File: config.mk
export PLATFORM = sky130hd
export DESIGN_NAME = sv_literal_parser
export DESIGN_NICKNAME = d
export VERILOG_FILES = /design/src/rtl/sv_lit_pkg.sv /design/src/rtl/sv_lit_cast.sv /design/src/rtl/sv_literal_parser.sv
export SDC_FILE = /design/constraint.sdc
export NUM_CORES = 1
export LEC_CHECK = 0
export CORE_UTILIZATION = 50
export CTS_BUF_LIST = sky130_fd_sc_hd__clkbuf_8
export CTS_CLUSTER_SIZE = 12
export DETAILED_ROUTE_END_ITERATION = 6
export PLACE_DENSITY = 0.77
export SETUP_SLACK_MARGIN = 0.3
export SYNTH_ARGS = -nofsm -noshare
export SYNTH_HDL_FRONTEND = slang
export SYNTH_SLANG_ARGS = --single-unit
export TNS_END_PERCENT = 100
File: constraint.sdc
create_clock -name clk -period 6.75 [get_ports clk]
set_input_delay 1.35 -clock clk [delete_from_list [all_inputs] [get_ports clk]]
set_output_delay 1.35 -clock clk [all_outputs]
set_load 0.05 [all_outputs]
File: src/rtl/sv_lit_pkg.sv
// Shared enums and type tables for SystemVerilog numeric literal readers and writers.
package sv_lit_pkg;

   typedef enum logic [1:0] {BASE_DEC, BASE_BIN, BASE_OCT, BASE_HEX} base_e;

   typedef enum logic [3:0] {
      TYPE_IMPLICIT, TYPE_BIT, TYPE_LOGIC, TYPE_REG, TYPE_BYTE,
      TYPE_SHORTINT, TYPE_INT, TYPE_LONGINT, TYPE_INTEGER, TYPE_TIME
   } type_e;

   typedef enum logic [2:0] {ERR_NONE, ERR_CHAR, ERR_DIGITS, ERR_ZERO, ERR_OVF} err_e;

   typedef enum logic [2:0] {ST_IDLE, ST_LEAD, ST_BASE, ST_DIGITS, ST_OUT} state_e;

   // Width 0 means "no cast": the value keeps the full accumulator width.
   function automatic int type_width(input type_e t);
      case (t)
         TYPE_BIT, TYPE_LOGIC, TYPE_REG: return 1;
         TYPE_BYTE:                      return 8;
         TYPE_SHORTINT:                  return 16;
         TYPE_INT, TYPE_INTEGER:         return 32;
         TYPE_LONGINT, TYPE_TIME:        return 64;
         default:                        return 0;
      endcase
   endfunction

   function automatic logic type_signed(input type_e t);
      case (t)
         TYPE_BYTE, TYPE_SHORTINT, TYPE_INT, TYPE_INTEGER, TYPE_LONGINT: return 1'b1;
         default: return 1'b0;
      endcase
   endfunction

   // Returns 0..15 for a hex digit (either case), 16 for anything else.
   function automatic logic [4:0] digit_value(input logic [7:0] c);
      if (c >= "0" && c <= "9")      return 5'(c - "0");
      else if (c >= "a" && c <= "f") return 5'(c - "a" + 8'd10);
      else if (c >= "A" && c <= "F") return 5'(c - "A" + 8'd10);
      else                           return 5'd16;
   endfunction

endpackage

File: src/rtl/sv_lit_cast.sv
// Combinational cast of an accumulated literal value to a target data type.
module sv_lit_cast import sv_lit_pkg::*; #(
   parameter int VAL_W = 64
) (
   input  logic [VAL_W-1:0] value,
   input  type_e            type_code,
   output logic [VAL_W-1:0] result,
   output logic             trunc
);

   int               w;
   logic [VAL_W-1:0] mask;
   logic [VAL_W-1:0] msb;

   always_comb begin
      w = type_width(type_code);
      if (w == 0 || w >= VAL_W) mask = '1;
      else                      mask = {VAL_W{1'b1}} >> (VAL_W - w);
      msb    = mask & ~(mask >> 1);
      trunc  = |(value & ~mask);
      result = value & mask;
      if (type_signed(type_code) && |(value & msb)) result = result | ~mask;
   end

endmodule

File: src/rtl/sv_literal_parser.sv
// Streaming reader for SystemVerilog numeric literals: size, base, value, then a type cast.
module sv_literal_parser import sv_lit_pkg::*; #(
   parameter int VAL_W  = 64,
   parameter int SIZE_W = 16
) (
   input  logic              clk,
   input  logic              rst_n,
   input  logic              in_valid,
   output logic              in_ready,
   input  logic [7:0]        in_data,
   input  logic              in_last,
   input  logic [3:0]        type_code,
   output logic              out_valid,
   input  logic              out_ready,
   output logic [VAL_W-1:0]  out_value,
   output logic [SIZE_W-1:0] out_size,
   output logic [1:0]        out_base,
   output logic              out_trunc,
   output logic [2:0]        out_err
);

   // Handshakes: a byte transfers on a rising edge with in_valid && in_ready; a result
   // transfers with out_valid && out_ready. Outputs hold stable while out_valid && !out_ready.
   localparam logic [7:0] TICK = 8'h27;

   state_e              state, st_n;
   logic [VAL_W-1:0]    acc, acc_n, acc_shift;
   logic [SIZE_W-1:0]   size_q, size_n;
   logic                sized_q, sized_n, dig_q, dig_n, sgn_q, sgn_n, acc_ovf;
   base_e               base_q, base_n;
   err_e                err_q, err_n, fin_err;
   type_e               type_q, type_n;
   logic [4:0]          dval, radix;
   logic [7:0]          lc;
   logic [VAL_W+3:0]    dec_prod;
   logic [VAL_W-1:0]    size_mask, pre_val, cast_val;
   logic                size_trunc, cast_trunc, accept;

   assign accept   = in_valid && in_ready;
   assign dval     = digit_value(in_data);
   assign lc       = in_data | 8'h20;
   assign dec_prod = ({4'b0, acc} << 3) + ({4'b0, acc} << 1) + (VAL_W+4)'(dval);

   always_comb begin
      radix     = 5'd10;
      acc_ovf   = |dec_prod[VAL_W+3:VAL_W];
      acc_shift = dec_prod[VAL_W-1:0];
      case (base_q)
         BASE_BIN: begin radix = 5'd2;  acc_ovf = acc[VAL_W-1];
                         acc_shift = {acc[VAL_W-2:0], dval[0]}; end
         BASE_OCT: begin radix = 5'd8;  acc_ovf = |acc[VAL_W-1:VAL_W-3];
                         acc_shift = {acc[VAL_W-4:0], dval[2:0]}; end
         BASE_HEX: begin radix = 5'd16; acc_ovf = |acc[VAL_W-1:VAL_W-4];
                         acc_shift = {acc[VAL_W-5:0], dval[3:0]}; end
         default: ;
      endcase
   end

   // Next token context after consuming the current byte; IDLE starts from a clean slate.
   always_comb begin
      st_n = state; acc_n = acc; size_n = size_q; sized_n = sized_q; base_n = base_q;
      err_n = err_q; dig_n = dig_q; sgn_n = sgn_q; type_n = type_q;
      if (state == ST_IDLE) begin
         acc_n = '0; size_n = '0; sized_n = 1'b0; base_n = BASE_DEC; err_n = ERR_NONE;
         dig_n = 1'b0; sgn_n = 1'b0; type_n = type_e'(type_code);
      end
      if (err_n == ERR_NONE) begin
         case (state)
            ST_IDLE: begin
               if (dval < 5'd10) begin acc_n = VAL_W'(dval); st_n = ST_LEAD; end
               else if (in_data == TICK) st_n = ST_BASE;
               else begin err_n = ERR_CHAR; st_n = ST_DIGITS; end
            end
            ST_LEAD: begin
               if (dval < 5'd10) begin
                  if (acc_ovf) err_n = ERR_OVF;
                  else         acc_n = acc_shift;
               end else if (in_data == TICK) begin
                  if (|(acc >> SIZE_W)) err_n = ERR_OVF;
                  else begin
                     size_n = acc[SIZE_W-1:0]; sized_n = 1'b1; acc_n = '0; st_n = ST_BASE;
                  end
               end else if (in_data != "_") err_n = ERR_CHAR;
            end
            ST_BASE: begin
               case (lc)
                  "s":     if (sgn_q) err_n = ERR_CHAR; else sgn_n = 1'b1;
                  "b":     begin base_n = BASE_BIN; st_n = ST_DIGITS; end
                  "o":     begin base_n = BASE_OCT; st_n = ST_DIGITS; end
                  "h":     begin base_n = BASE_HEX; st_n = ST_DIGITS; end
                  "d":     begin base_n = BASE_DEC; st_n = ST_DIGITS; end
                  default: err_n = ERR_CHAR;
               endcase
            end
            ST_DIGITS: begin
               if (in_data != "_") begin
                  if (dval >= radix) err_n = ERR_CHAR;
                  else if (acc_ovf)  err_n = ERR_OVF;
                  else begin acc_n = acc_shift; dig_n = 1'b1; end
               end
            end
            default: ;
         endcase
      end
   end

   always_comb begin
      fin_err = err_n;
      if (err_n == ERR_NONE) begin
         if (st_n == ST_BASE || (st_n == ST_DIGITS && !dig_n)) fin_err = ERR_DIGITS;
         else if (sized_n && size_n == '0)                      fin_err = ERR_ZERO;
      end
      if (!sized_n || int'(size_n) >= VAL_W) size_mask = '1;
      else size_mask = {VAL_W{1'b1}} >> (VAL_W - int'(size_n));
      pre_val    = acc_n & size_mask;
      size_trunc = |(acc_n & ~size_mask);
   end

   sv_lit_cast #(.VAL_W(VAL_W)) u_cast (
      .value     (pre_val),
      .type_code (type_n),
      .result    (cast_val),
      .trunc     (cast_trunc)
   );

   always_ff @(posedge clk or negedge rst_n) begin
      if (!rst_n) begin
         state <= ST_IDLE; acc <= '0; size_q <= '0; sized_q <= 1'b0; base_q <= BASE_DEC;
         err_q <= ERR_NONE; dig_q <= 1'b0; sgn_q <= 1'b0; type_q <= TYPE_IMPLICIT;
         in_ready <= 1'b0; out_valid <= 1'b0; out_value <= '0; out_size <= '0;
         out_base <= '0; out_trunc <= 1'b0; out_err <= '0;
      end else if (state == ST_OUT) begin
         if (out_ready) begin
            state <= ST_IDLE; out_valid <= 1'b0; in_ready <= 1'b1;
         end
      end else begin
         in_ready <= 1'b1;
         if (accept) begin
            state <= st_n; acc <= acc_n; size_q <= size_n; sized_q <= sized_n;
            base_q <= base_n; err_q <= err_n; dig_q <= dig_n; sgn_q <= sgn_n; type_q <= type_n;
            if (in_last) begin
               state     <= ST_OUT;
               in_ready  <= 1'b0;
               out_valid <= 1'b1;
               out_value <= (fin_err != ERR_NONE) ? '0 : cast_val;
               out_trunc <= (fin_err == ERR_NONE) && (size_trunc || cast_trunc);
               out_size  <= size_n;
               out_base  <= base_n;
               out_err   <= fin_err;
            end
         end
      end
   end

endmodule

==> flow_summary.toml, run 1 <==
[run_status]
outcome = "finished, violations left"
violations = "setup timing"

[yosys]
syn-num-nets = 2451
synth_top_area_share = 0.245
synth_compound_area_frac = 0.319
synth_area_leader_cell = "dfrtp_1"
ys_types = 117
seq_area_frac_synth = 0.245
ys_ff_latch = 183
synth.most_common_cell = "nand2_1"
syn_area_per_cell_um2 = 8.14
synthCells = 2298
synth_area_leaders = "dfrtp_1, ha_1, nand2_1, a21oi_1, o21ai_0"
synth_top_family_by_area = "compound AO/OA/AOI/OAI gates"
yosysWarnings = 0
synthTopCellsByCount = "nand2_1, nor2_1, a21oi_1"
synthArstFlopShare = 1.00
synthAdderAreaFrac = 0.0918
ys.flop_type = "dfrtp_1"
synthMuxAreaShare = 0.0557
synthXorXnorAreaFrac = 0.0300
yosys.area_share.simple = 0.213
synth-edff-count = 0
synthesis.area_um2 = 18700

[routing]
wire_per_inst_um = 28.3
vias = 23000
viasPerCell = 7.00
wl_um = 93100
antenna_left = 0
drcViolationCount = 0
initialDrtViolationCount = 2834
drt-pass1-iter-count = 7

[placement]
dp_hpwl_um = 72500
port_buffers = 104
gp_congestion = 1.10
placed_cell_area_um2 = 23700

[setup_path]
r2r_cells = 23
critPathLaunchType = "input port"
end_kind = "flip-flop"
cpMostUsedCell = "buf_6"
worstSetupPathType = "in -> reg"
r2r-start = "acc[62]$_DFFE_PN0P_"
slowest_stage = "fa_2"
rrSetupSlack_ps = 340
cp_num_buf_inv = 8
r2r-end = "out_trunc$_DFFE_PN0P_"
slowest_delay_ps = 380
path_delay_family = "compound AO/OA/AOI/OAI gates"
path_max_fanout = 8
cp.arrival_ps = 7230
cp.required_ps = 7170

[worst_hold_path]
hold_depth = 2
hold_end = "out_valid$_DFFE_PN0P_"
hold_path_class = "reg -> reg"
hp-start = "out_valid$_DFFE_PN0P_"

[clock_network]
clk_pin_slew_ps = 110
cts.htree.levels = 4
cts_hold_buf = 0
clock_latency_ps = 550
cts_tree = "done"
root_buffer = "clkbuf_8"
cts_inserted_buffers = 17
clk_path_buf_depth = 2
cts_num_sinks = 183

[grt]
grt_use_met2 = 0.747
grt_pass1_vias = 22300
use_met3 = 0.112
grt_overflow_total = 0
top_usage_layer = "met2"
grt_max_degree = 100
grt_pass1_wl_um = 139000
antenna_found_initial = 2
grt_util_met1 = 0.608
grt_util_all_layers = 0.484

[pwr]
pwr-share-seq = 0.256
swShare = 0.495
leakage_nw = 11.3
combPwrFrac = 0.581
p_switching_w = 0.00241
power.internal_w = 0.00246
power_density_nw_per_um2 = 195
power.share.clock = 0.163
ir_worst_vdd_uv = 294

[floorplanning]
core_area_um2 = 36700
die_w_um = 195
num_io_pins = 105
dieArea_um2 = 38200
rows = 70
die_h_um = 195
start_util = 0.510

[final_layout]
seqCellArea_um2 = 4580
fillCellCount = 3023
final_area_um2 = 25000
final_nets = 2960
multi_input_area_um2 = 13800
syn2layout_area_growth_pct = 33.6
drive_gt1_frac = 0.281

[sta]
slew_headroom = 0.299
slew_violations = 0
worst_clock_skew_ps = 28.5
fmax_mhz = 147
timing.final.ws_setup_ps = -66.6
worst_pin_slew_ps = 1050
final.period_utilization = 1.01
finalSetupViolCount = 58
hold_viol = 0
hold_ws_ps = 497
period_needed_ps = 6820
rsz0062_at_grt = "yes"

[job]
max-cap-violations = 0
placed cells by master, fill, tap and decap left out, types with 29 or more instances in the layout:
master / synthesis / routed
nand3_1: 53 / 53
a221o_1: 63 / 63
inv_1: 40 / 36
o21ai_0: 164 / 157
nor2_1: 203 / 195
nand4_1: 37 / 37
a22o_1: 45 / 45
a21oi_1: 201 / 196
dfrtp_1: 183 / 181
nor3_1: 46 / 45
clkdlybuf4s50_1: 0 / 95
mux4_2: 32 / 32
xnor2_1: 38 / 38
buf_4: 5 / 513
a31oi_1: 36 / 32
ha_1: 134 / 125
a22oi_1: 40 / 29
nand2_1: 278 / 276
what timing repair did:
item	4_1_cts	5_1_grt
resized for setup	122	14
cloned	3	2
buffers inserted	34	4
hold endpoints to repair	0	0
pin swaps	60	11
setup endpoints to repair	65	65
worst register-to-register path: stages (launching register included):
cell and delay, ps:
dfrtp_1 480, nor3_1 580, and3_1 340, and4_1 350
nand2_4 80, buf_4 150, a31oi_2 200, ha_2 260
nand2_1 80, or4_1 450, a31oi_4 250, mux2_2 230
buf_4 120, nand2_1 80, buf_4 180, o21a_1 230
a32o_1 230, a221o_1 280, or4_1 540, a2111oi_4 360
a21boi_1 170, nor4_1 300, and4b_1 240, a41oi_2 110
flip-flops by register name (all words and copies together), names as in the netlist, 2 cells and up:
name and flops:
out_value 64, out_size 16, size_q 16, acc 64
state 3, out_base 2, out_err 3, base_q 2
err_q 3, type_q 4
worst max-delay path by stage:
stage / from / to / slack (ps) / cells past startpoint
4_1_cts: in_data[0] / out_value[14]$_DFFE_PN0P_ / -30 / 32
5_1_grt: in_data[0] / out_value[53]$_DFFE_PN0P_ / -240 / 30
2_1_floorplan: in_data[1] / out_value[34]$_DFFE_PN0P_ / 110 / 29
6_report: in_data[0] / out_value[1]$_DFFE_PN0P_ / -70 / 32
3_3_place_gp: in_data[1] / out_value[52]$_DFFE_PN0P_ / -1030 / 26
3_5_place_dp: in_data[1] / out_value[32]$_DFFE_PN0P_ / -1120 / 31
power by group through the flow:
stage               clock [W]  combinational (W)  sequential (W)
floorplan                   0            0.00126         0.00138
global placement            0            0.00236         0.00126
detailed placement          0            0.00241         0.00126
CTS                  0.000797            0.00271         0.00124
global route         0.000837            0.00292         0.00126
finish               0.000796            0.00283         0.00125
final cells by class:
class,count,area share
Multi-Input combinational cell,1916,0.553
Timing Repair Buffer,647,0.217
Sequential cell,183,0.183
Tap cell,468,0.0234
Clock buffer,17,0.00936
Clock inverter,15,0.00696
Inverter,42,0.00641
Antenna cell,1,0.000100
through the flow:
| step | std cells | util | power, W | TNS, ps | setup slack, ps |
|---|---|---|---|---|---|
| after floorplan | 2298 | - | 0.00263 | 0 | 109 |
| after global placement | 3213 | 0.645 | 0.00362 | -63150 | -1030 |
| after detailed placement | 3213 | 0.645 | 0.00368 | -69290 | -1120 |
| after CTS | 3282 | 0.677 | 0.00475 | -103 | -33.9 |
| after global routing | 3288 | 0.681 | 0.00501 | -13270 | -240 |
| final | 3289 | 0.681 | 0.00488 | -1920 | -66.6 |
cells by family after synthesis:
kind of cell             Yosys count
AO/OA/AOI/OAI                    848
buffers and inverters            199
AND/OR/NAND/NOR                  807
flip-flops                       183
XOR/XNOR                          64
multiplexers                      61
adder cells (fa/ha/maj)          136
routing by layer:
| layer | share of wire | vias to the layer above |
|---|---|---|
| met3 | 0.11 | 456 |
| met4 | 0.078 | 0 |
| met2 | 0.43 | 1721 |
| met1 | 0.38 | 11000 |
| met5 | 0 | - |
| li1 | - | 9814 |
(Power assumes the default switching activity.)
==> inputs of run 2 (changes only) <==
Settings changed: CTS_CLUSTER_SIZE 12 to 20.
==> results of run 2 <==
No change in the layout: final DEF, timing and power equal those of run 1.
